### src/rtl/mips_ctrl_pkg.sv
// Shared definitions for the multicycle MIPS controller.
//   - state_t       : controller FSM states
//   - OP_* / FUNC_* : supported opcode and R-type func encodings
//   - alu_op_t      : direct ALU control (ADD/SUB/AND/OR)
//   - alu_src_b_t   : ALU B-operand mux select
//   - pc_source_t   : PC next-value mux select
//   - instr_class_t : decoded instruction class
package mips_ctrl_pkg;

    typedef enum logic [3:0] {
        ST_START,
        ST_FETCH,
        ST_DECODE,
        ST_MEM_ADDR,
        ST_MEM_READ,
        ST_MEM_WB,
        ST_MEM_WRITE,
        ST_EXEC_R,
        ST_R_WB,
        ST_EXEC_I,
        ST_I_WB,
        ST_BRANCH,
        ST_JUMP,
        ST_TRAP
    } state_t;

    localparam logic [5:0] OP_RTYPE = 6'h00;
    localparam logic [5:0] OP_J     = 6'h02;
    localparam logic [5:0] OP_BEQ   = 6'h04;
    localparam logic [5:0] OP_ADDI  = 6'h08;
    localparam logic [5:0] OP_LW    = 6'h23;
    localparam logic [5:0] OP_SW    = 6'h2B;

    localparam logic [5:0] FUNC_ADD = 6'h20;
    localparam logic [5:0] FUNC_SUB = 6'h22;
    localparam logic [5:0] FUNC_AND = 6'h24;
    localparam logic [5:0] FUNC_OR  = 6'h25;

    typedef enum logic [1:0] {
        ALU_ADD = 2'b00,
        ALU_SUB = 2'b01,
        ALU_AND = 2'b10,
        ALU_OR  = 2'b11
    } alu_op_t;

    typedef enum logic [1:0] {
        SRC_B_REG      = 2'b00,
        SRC_B_FOUR     = 2'b01,
        SRC_B_IMM      = 2'b10,
        SRC_B_IMM_SHL2 = 2'b11
    } alu_src_b_t;

    typedef enum logic [1:0] {
        PC_SRC_ALU    = 2'b00,
        PC_SRC_ALUOUT = 2'b01,
        PC_SRC_JUMP   = 2'b10
    } pc_source_t;

    typedef enum logic [2:0] {
        CLS_RTYPE,
        CLS_LW,
        CLS_SW,
        CLS_BEQ,
        CLS_ADDI,
        CLS_J,
        CLS_ILLEGAL
    } instr_class_t;

endpackage

### src/rtl/mips_multicycle_controller_if.sv
// Memory handshake between the controller and the unified memory port.
//   mem_req   : request, held until mem_ready is seen
//   mem_write : 1 = write, meaningful only with mem_req
//   iord      : address select, 0 = PC, 1 = ALUOut
//   mem_ready : memory completes the current request this cycle
// master = controller side, slave = memory side.
interface mips_multicycle_controller_if;
    logic mem_req;
    logic mem_write;
    logic iord;
    logic mem_ready;

    modport master (
        output mem_req,
        output mem_write,
        output iord,
        input  mem_ready
    );

    modport slave (
        input  mem_req,
        input  mem_write,
        input  iord,
        output mem_ready
    );
endinterface

### src/rtl/mips_instr_decode.sv
// Combinational instruction classifier.
//   opcode      in  : IR[31:26]
//   func        in  : IR[5:0]
//   instr_class out : class of the instruction in IR
//   r_alu_op    out : ALU operation for a legal R-type func (ADD otherwise)
//   legal       out : 1 when the opcode/func pair is supported
module mips_instr_decode
    import mips_ctrl_pkg::*;
(
    input  logic [5:0]   opcode,
    input  logic [5:0]   func,
    output instr_class_t instr_class,
    output alu_op_t      r_alu_op,
    output logic         legal
);

    // NOTE: every output gets a default before the case so no path leaves it
    // unassigned; otherwise synthesis infers a latch.
    always_comb begin
        instr_class = CLS_ILLEGAL;
        r_alu_op    = ALU_ADD;
        case (opcode)
            OP_RTYPE: begin
                case (func)
                    FUNC_ADD: begin instr_class = CLS_RTYPE; r_alu_op = ALU_ADD; end
                    FUNC_SUB: begin instr_class = CLS_RTYPE; r_alu_op = ALU_SUB; end
                    FUNC_AND: begin instr_class = CLS_RTYPE; r_alu_op = ALU_AND; end
                    FUNC_OR:  begin instr_class = CLS_RTYPE; r_alu_op = ALU_OR;  end
                    default:  instr_class = CLS_ILLEGAL;
                endcase
            end
            OP_LW:   instr_class = CLS_LW;
            OP_SW:   instr_class = CLS_SW;
            OP_BEQ:  instr_class = CLS_BEQ;
            OP_ADDI: instr_class = CLS_ADDI;
            OP_J:    instr_class = CLS_J;
            default: instr_class = CLS_ILLEGAL;
        endcase
        legal = (instr_class != CLS_ILLEGAL);
    end

endmodule

### src/rtl/mips_multicycle_controller.sv
// Multicycle MIPS control FSM: sequences fetch, decode, address calculation,
// execute, memory access and write-back over one shared ALU and memory port.
//   clk           in  : clock, rising edge
//   rst           in  : asynchronous active-low reset
//   opcode, func  in  : IR[31:26], IR[5:0]
//   zero          in  : ALU zero flag (consumed by the datapath PC gating)
//   mem           if  : memory handshake (master modport)
//   ir_write      out : load IR (fetch completion cycle only)
//   pc_write      out : unconditional PC load
//   pc_write_cond out : PC load when zero=1
//   pc_source     out : 00 ALU, 01 ALUOut, 10 jump target
//   alu_src_a     out : 0 PC, 1 register A
//   alu_src_b     out : 00 B, 01 4, 10 imm, 11 imm<<2
//   alu_op        out : 00 ADD, 01 SUB, 10 AND, 11 OR
//   reg_dst       out : 0 rt, 1 rd
//   mem_to_reg    out : 0 ALUOut, 1 MDR
//   reg_write     out : register file write enable
//   illegal       out : sticky unsupported-instruction flag
//   retired       out : completed-instruction count, wraps
module mips_multicycle_controller
    import mips_ctrl_pkg::*;
#(
    parameter int RETIRE_W = 32
) (
    input  logic                         clk,
    input  logic                         rst,
    input  logic [5:0]                   opcode,
    input  logic [5:0]                   func,
    input  logic                         zero,
    mips_multicycle_controller_if.master mem,
    output logic                         ir_write,
    output logic                         pc_write,
    output logic                         pc_write_cond,
    output logic [1:0]                   pc_source,
    output logic                         alu_src_a,
    output logic [1:0]                   alu_src_b,
    output logic [1:0]                   alu_op,
    output logic                         reg_dst,
    output logic                         mem_to_reg,
    output logic                         reg_write,
    output logic                         illegal,
    output logic [RETIRE_W-1:0]          retired
);

    state_t       state;
    state_t       next_state;
    instr_class_t instr_class;
    alu_op_t      r_alu_op;
    logic         legal;
    logic         retire_now;

    // The branch decision is made in the datapath (pc_write_cond AND zero),
    // so the controller itself never needs the flag.
    logic unused_zero;
    assign unused_zero = zero;

    mips_instr_decode u_decode (
        .opcode      (opcode),
        .func        (func),
        .instr_class (instr_class),
        .r_alu_op    (r_alu_op),
        .legal       (legal)
    );

    // State register.
    // NOTE: sequential state uses non-blocking assignments so every flop
    // samples pre-edge values regardless of process ordering.
    always_ff @(posedge clk or negedge rst) begin
        if (!rst) state <= ST_START;
        else      state <= next_state;
    end

    // Next-state logic.
    always_comb begin
        next_state = state;
        case (state)
            ST_START:     next_state = ST_FETCH;
            ST_FETCH:     if (mem.mem_ready) next_state = ST_DECODE;
            ST_DECODE: begin
                case (instr_class)
                    CLS_LW, CLS_SW: next_state = ST_MEM_ADDR;
                    CLS_RTYPE:      next_state = ST_EXEC_R;
                    CLS_ADDI:       next_state = ST_EXEC_I;
                    CLS_BEQ:        next_state = ST_BRANCH;
                    CLS_J:          next_state = ST_JUMP;
                    default:        next_state = ST_TRAP;
                endcase
            end
            ST_MEM_ADDR:  next_state = (instr_class == CLS_LW) ? ST_MEM_READ : ST_MEM_WRITE;
            ST_MEM_READ:  if (mem.mem_ready) next_state = ST_MEM_WB;
            ST_MEM_WB:    next_state = ST_FETCH;
            ST_MEM_WRITE: if (mem.mem_ready) next_state = ST_FETCH;
            ST_EXEC_R:    next_state = ST_R_WB;
            ST_R_WB:      next_state = ST_FETCH;
            ST_EXEC_I:    next_state = ST_I_WB;
            ST_I_WB:      next_state = ST_FETCH;
            ST_BRANCH:    next_state = ST_FETCH;
            ST_JUMP:      next_state = ST_FETCH;
            ST_TRAP:      next_state = ST_FETCH;
            default:      next_state = ST_START;
        endcase
    end

    // Output decode: Moore on state, except the fetch-completion strobes,
    // which must fire only in the cycle memory actually returns the word.
    always_comb begin
        mem.mem_req   = 1'b0;
        mem.mem_write = 1'b0;
        mem.iord      = 1'b0;
        ir_write      = 1'b0;
        pc_write      = 1'b0;
        pc_write_cond = 1'b0;
        pc_source     = PC_SRC_ALU;
        alu_src_a     = 1'b0;
        alu_src_b     = SRC_B_REG;
        alu_op        = ALU_ADD;
        reg_dst       = 1'b0;
        mem_to_reg    = 1'b0;
        reg_write     = 1'b0;
        case (state)
            ST_FETCH: begin
                mem.mem_req = 1'b1;
                alu_src_b   = SRC_B_FOUR;
                ir_write    = mem.mem_ready;
                pc_write    = mem.mem_ready;
            end
            ST_DECODE: begin
                // Speculative branch target lands in ALUOut.
                alu_src_b = SRC_B_IMM_SHL2;
            end
            ST_MEM_ADDR, ST_EXEC_I: begin
                alu_src_a = 1'b1;
                alu_src_b = SRC_B_IMM;
            end
            ST_MEM_READ: begin
                mem.mem_req = 1'b1;
                mem.iord    = 1'b1;
            end
            ST_MEM_WB: begin
                mem_to_reg = 1'b1;
                reg_write  = 1'b1;
            end
            ST_MEM_WRITE: begin
                mem.mem_req   = 1'b1;
                mem.mem_write = 1'b1;
                mem.iord      = 1'b1;
            end
            ST_EXEC_R: begin
                alu_src_a = 1'b1;
                alu_op    = r_alu_op;
            end
            ST_R_WB: begin
                reg_dst   = 1'b1;
                reg_write = 1'b1;
            end
            ST_I_WB: begin
                reg_write = 1'b1;
            end
            ST_BRANCH: begin
                alu_src_a     = 1'b1;
                alu_op        = ALU_SUB;
                pc_write_cond = 1'b1;
                pc_source     = PC_SRC_ALUOUT;
            end
            ST_JUMP: begin
                pc_write  = 1'b1;
                pc_source = PC_SRC_JUMP;
            end
            default: ;
        endcase
    end

    // An instruction retires on the transition out of its final state;
    // TRAP is deliberately absent.
    always_comb begin
        case (state)
            ST_MEM_WB, ST_R_WB, ST_I_WB, ST_BRANCH, ST_JUMP: retire_now = 1'b1;
            ST_MEM_WRITE: retire_now = mem.mem_ready;
            default:      retire_now = 1'b0;
        endcase
    end

    // Sticky illegal flag (visible from the TRAP cycle on) and retire counter.
    always_ff @(posedge clk or negedge rst) begin
        if (!rst) begin
            illegal <= 1'b0;
            retired <= '0;
        end else begin
            if (next_state == ST_TRAP && !legal) illegal <= 1'b1;
            if (retire_now) retired <= retired + RETIRE_W'(1);
        end
    end

endmodule

### src/flat_wrapper.sv
// flat-port wrapper written by rule: the top's interface ports become plain ports
module mips_multicycle_controller_flat import mips_ctrl_pkg::*;
#(
    parameter int RETIRE_W = 32
)
  (clk, rst, opcode, func, zero, ir_write, pc_write, pc_write_cond, pc_source, alu_src_a, alu_src_b, alu_op, reg_dst, mem_to_reg, reg_write, illegal, retired, mem_mem_req, mem_mem_write, mem_iord, mem_mem_ready);
  mips_multicycle_controller_if mem_i ();
  input  logic clk;
  input  logic rst;
  input  logic [5:0] opcode;
  input  logic [5:0] func;
  input  logic zero;
  output logic ir_write;
  output logic pc_write;
  output logic pc_write_cond;
  output logic [1:0] pc_source;
  output logic alu_src_a;
  output logic [1:0] alu_src_b;
  output logic [1:0] alu_op;
  output logic reg_dst;
  output logic mem_to_reg;
  output logic reg_write;
  output logic illegal;
  output logic [RETIRE_W-1:0] retired;
  output wire logic [$bits(mem_i.mem_req)-1:0] mem_mem_req;
  output wire logic [$bits(mem_i.mem_write)-1:0] mem_mem_write;
  output wire logic [$bits(mem_i.iord)-1:0] mem_iord;
  input wire logic [$bits(mem_i.mem_ready)-1:0] mem_mem_ready;
  assign mem_mem_req = mem_i.mem_req;
  assign mem_mem_write = mem_i.mem_write;
  assign mem_iord = mem_i.iord;
  assign mem_i.mem_ready = mem_mem_ready;
  mips_multicycle_controller #(.RETIRE_W(RETIRE_W)) u_core (.clk(clk), .rst(rst), .opcode(opcode), .func(func), .zero(zero), .mem(mem_i), .ir_write(ir_write), .pc_write(pc_write), .pc_write_cond(pc_write_cond), .pc_source(pc_source), .alu_src_a(alu_src_a), .alu_src_b(alu_src_b), .alu_op(alu_op), .reg_dst(reg_dst), .mem_to_reg(mem_to_reg), .reg_write(reg_write), .illegal(illegal), .retired(retired));
endmodule
### config.mk
export PLATFORM = sky130hd
export DESIGN_NAME = mips_multicycle_controller_flat
export DESIGN_NICKNAME = d
export VERILOG_FILES = /design/src/rtl/mips_ctrl_pkg.sv /design/src/rtl/mips_multicycle_controller_if.sv /design/src/rtl/mips_instr_decode.sv /design/src/rtl/mips_multicycle_controller.sv /design/src/flat_wrapper.sv
export SDC_FILE = /design/constraint.sdc
export NUM_CORES = 1
export LEC_CHECK = 0
export CAP_MARGIN = 20
export CORE_UTILIZATION = 47
export CTS_CLUSTER_SIZE = 25
export DETAILED_ROUTE_END_ITERATION = 16
export MAX_ROUTING_LAYER = met4
export PLACE_DENSITY_LB_ADDON = 0.12
export SETUP_SLACK_MARGIN = 0.15
export SLEW_MARGIN = 15
export SYNTH_ARGS = -nofsm -noshare
export SYNTH_HDL_FRONTEND = slang
export SYNTH_SLANG_ARGS = --single-unit
### constraint.sdc
create_clock -name clk -period 2.5 [get_ports clk]
set_input_delay 0.75 -clock clk [delete_from_list [all_inputs] [get_ports clk]]
set_output_delay 0.75 -clock clk [all_outputs]
set_load 0.01 [all_outputs]
==> metrics.txt <==
Req. time, crit path 1750 ps; Mapped Area ~2200 um^2; die span in y 69.7 um; Mean Syn Cell Area 9.16 um^2; PortBufs 63; total track usage 22.5%; CTS Hold Bufs 0; router iterations before antenna repair 5; Startpoint Class input port; worst r2r src u_core.retired[10]; initial drt markers approximately 140; leak pwr 0.00153 uW; CP Data Arrival Time 1570 ps; die width roughly 70 um; Final Net Count 339; Rel. slew slack 47.5%; period utilization 92.8%; Yosys cell types 44; critical register-to-register path endpoint u_core.retired[27]; Pwr per Cell Area 810 nW/um^2; Via-to-Cell Ratio 5.31; Seq cells post-synth 37; hold path cells 1; RSZ-0062 raised after global routing yes; Initial Util 49.1%; crit path capture type output pin; Hold Startpoint u_core.retired[31]; Hold Crit Endpoint u_core.retired[31]; outcome completed; IO Count 65; placer congestion estimate around 0.86; clock buffer depth 2; layout cells sized above 1 25.4%; hold crit path type reg -> reg; Finished Core Util 71.5%; placed cell count 363; R2R setup slack around 450 ps; DP HPWL approximately 3700 um; Post-DRT Antenna Nets 0; initial antenna violation count 0; post-route insts no fill roughly 380; CTS Sinks 37; top_reg_cell synth dfrtp_1; DRC Markers 0; VDD IR max 559 uV; first-pass GRT wire length 8530 um; largest net degree at the start of global routing 38; WL/cell 13.7 um; Skew-Pair Late Insertion Delay 290 ps; highest-count cells in the layout ignoring fill and taps dfrtp_1 (34), clkdlybuf4s50_1 (33), buf_4 (28); CTS tree done; FP Rows 24; sequential area share after synthesis around 43%; critical path type in -> out; Final Critical Period 2320 ps; Max Fclk 431 MHz; Worst path max stage delay 210 ps; Async S/R FF share, synth 100%; slowest CP cell nor3_2; total global routing overflow 0; vias in the first global route 1,842; Antenna Cells 0; Hold Vio Cnt, Final 0; CTS Buf Count 5; Die ar. 4850 um^2; number of flops mapped to enable cells by yosys 0; synthesized net count 252; clock slew at reported path FFs about 70 ps; commonest non-fill, non-tap cell in the layout dfrtp_1; CTS Root Cell clkbuf_8; via count 1,990; final setup violation count 0; core area 4380 um^2; setup skew after layout 7.62 ps; CP max FO 2; reg2reg path depth 5; Final Max Slew Viols 0; area growth from synthesis to layout 45.6%; yosys warns 0; WL final around 5100 um; Worst Max-Slew Pin Slew 788 ps; Max-Cap Viols 0; Mapped Cells roughly 240; Max H-tree Level 2; critical path, cell by cell clkbuf_2 > nor3_2 > nand4_1 > nor3b_2 > buf_2
-- synth_stat cells (2+ instances only) --
library cell | count | area [um^2]
o21ai_0 | 5 | 25.0
xnor2_1 | 11 | 96.3
o21bai_1 | 2 | 15.0
a21oi_1 | 9 | 45.0
mux2_2 | 2 | 22.5
dfrtp_1 | 37 | 926
nor3b_1 | 5 | 37.5
and2_1 | 3 | 18.8
nand4_1 | 6 | 37.5
nor4_2 | 2 | 25.0
and4_1 | 2 | 17.5
xor2_1 | 22 | 193
and3_1 | 2 | 12.5
o22ai_1 | 3 | 18.8
nor2_1 | 18 | 67.6
inv_1 | 9 | 33.8
a211oi_1 | 3 | 22.5
nor3_1 | 24 | 120
nor4_1 | 2 | 12.5
nand2b_1 | 5 | 31.3
or2_2 | 4 | 25.0
clkbuf_1 | 9 | 33.8
nand2_1 | 15 | 56.3
nand3_1 | 15 | 75.1
-- through the flow --
stage / hold WS, ps / instance area (um^2) / worst slack [ps] / TNS, ps / total power [uW]
global placement: 455 / 2970 / -639 / -4010 / 1950
detailed placement: 460 / 2970 / -649 / -4720 / 1950
floorplan: 454 / 2150 / 151 / 0 / 1370
global route: 497 / 3130 / 63.1 / 0 / 2700
CTS: 472 / 3100 / 31.2 / 0 / 2460
finish: 463 / 3130 / 181 / 0 / 2540
-- final cells by class --
type	instances	area, um^2
fillers	350	1250
clock buffers	6	82.6
clock inverters	2	37.5
well taps	52	65.1
inverters	9	33.8
multi-input cells	177	1210
flip-flops and latches	37	930
repair buffers	92	774
-- metal layers --
| metal | global-route usage, % | vias to the layer above | wire, um |
|---|---|---|---|
| met2 | 32.3 | 52 | 2340 |
| li1 | - | 1004 | - |
| met3 | 3.78 | 7 | 217 |
| met4 | 8.22 | 0 | 68 |
| met5 | - | - | 0 |
| met1 | 32.3 | 927 | 2500 |
-- worst max-delay path, delay by kind of cell --
family,cells,cell delay (ps)
and+or+nand+nor,3,570
buffers and inverters,2,240
-- registers in the layout (all words and copies together), names as in the netlist --
register / flops
u_core.state: 4
u_core.retired: 32
u_core.illegal: 1
-- worst max path at each step --
| stage | startpoint | to | slack (ps) |
|---|---|---|---|
| 2_1_floorplan | opcode[1] | alu_op[1] | 150 |
| 3_3_place_gp | func[5] | alu_op[1] | -640 |
| 3_5_place_dp | func[5] | alu_op[1] | -650 |
| 4_1_cts | u_core.state[3] | mem_mem_write | 30 |
| 5_1_grt | u_core.state[3] | alu_op[1] | 60 |
| 6_report | opcode[0] | alu_op[1] | 180 |
-- cells by family after synthesis --
logic type / Yosys count / synth area share (%)
buffers and inverters: 21 / 4.24
XOR/XNOR: 33 / 13.4
AND/OR/NAND/NOR: 111 / 28.7
flip-flops: 37 / 43.0
multiplexers: 2 / 1.05
adder cells (fa/ha/maj): 1 / 0.581
AO/OA/AOI/OAI: 30 / 8.95
-- where the power goes --
| group | switching, uW | leakage (uW) | internal [uW] | total [uW] |
|---|---|---|---|---|
| Combinational | 601 | 0.00101 | 607 | 1210 |
| Sequential | 106 | 0.000461 | 683 | 790 |
| Clock | 214 | 0.0000574 | 324 | 538 |
-- what timing repair did --
| item | CTS | global route |
|---|---|---|
| buffers inserted | 1 | 3 |
| gates resized for setup | 53 | 29 |
| pin swaps | 7 | 6 |
| endpoints found under the setup margin | 24 | 9 |
No activity file was read; power rests on OpenSTA's default activity.
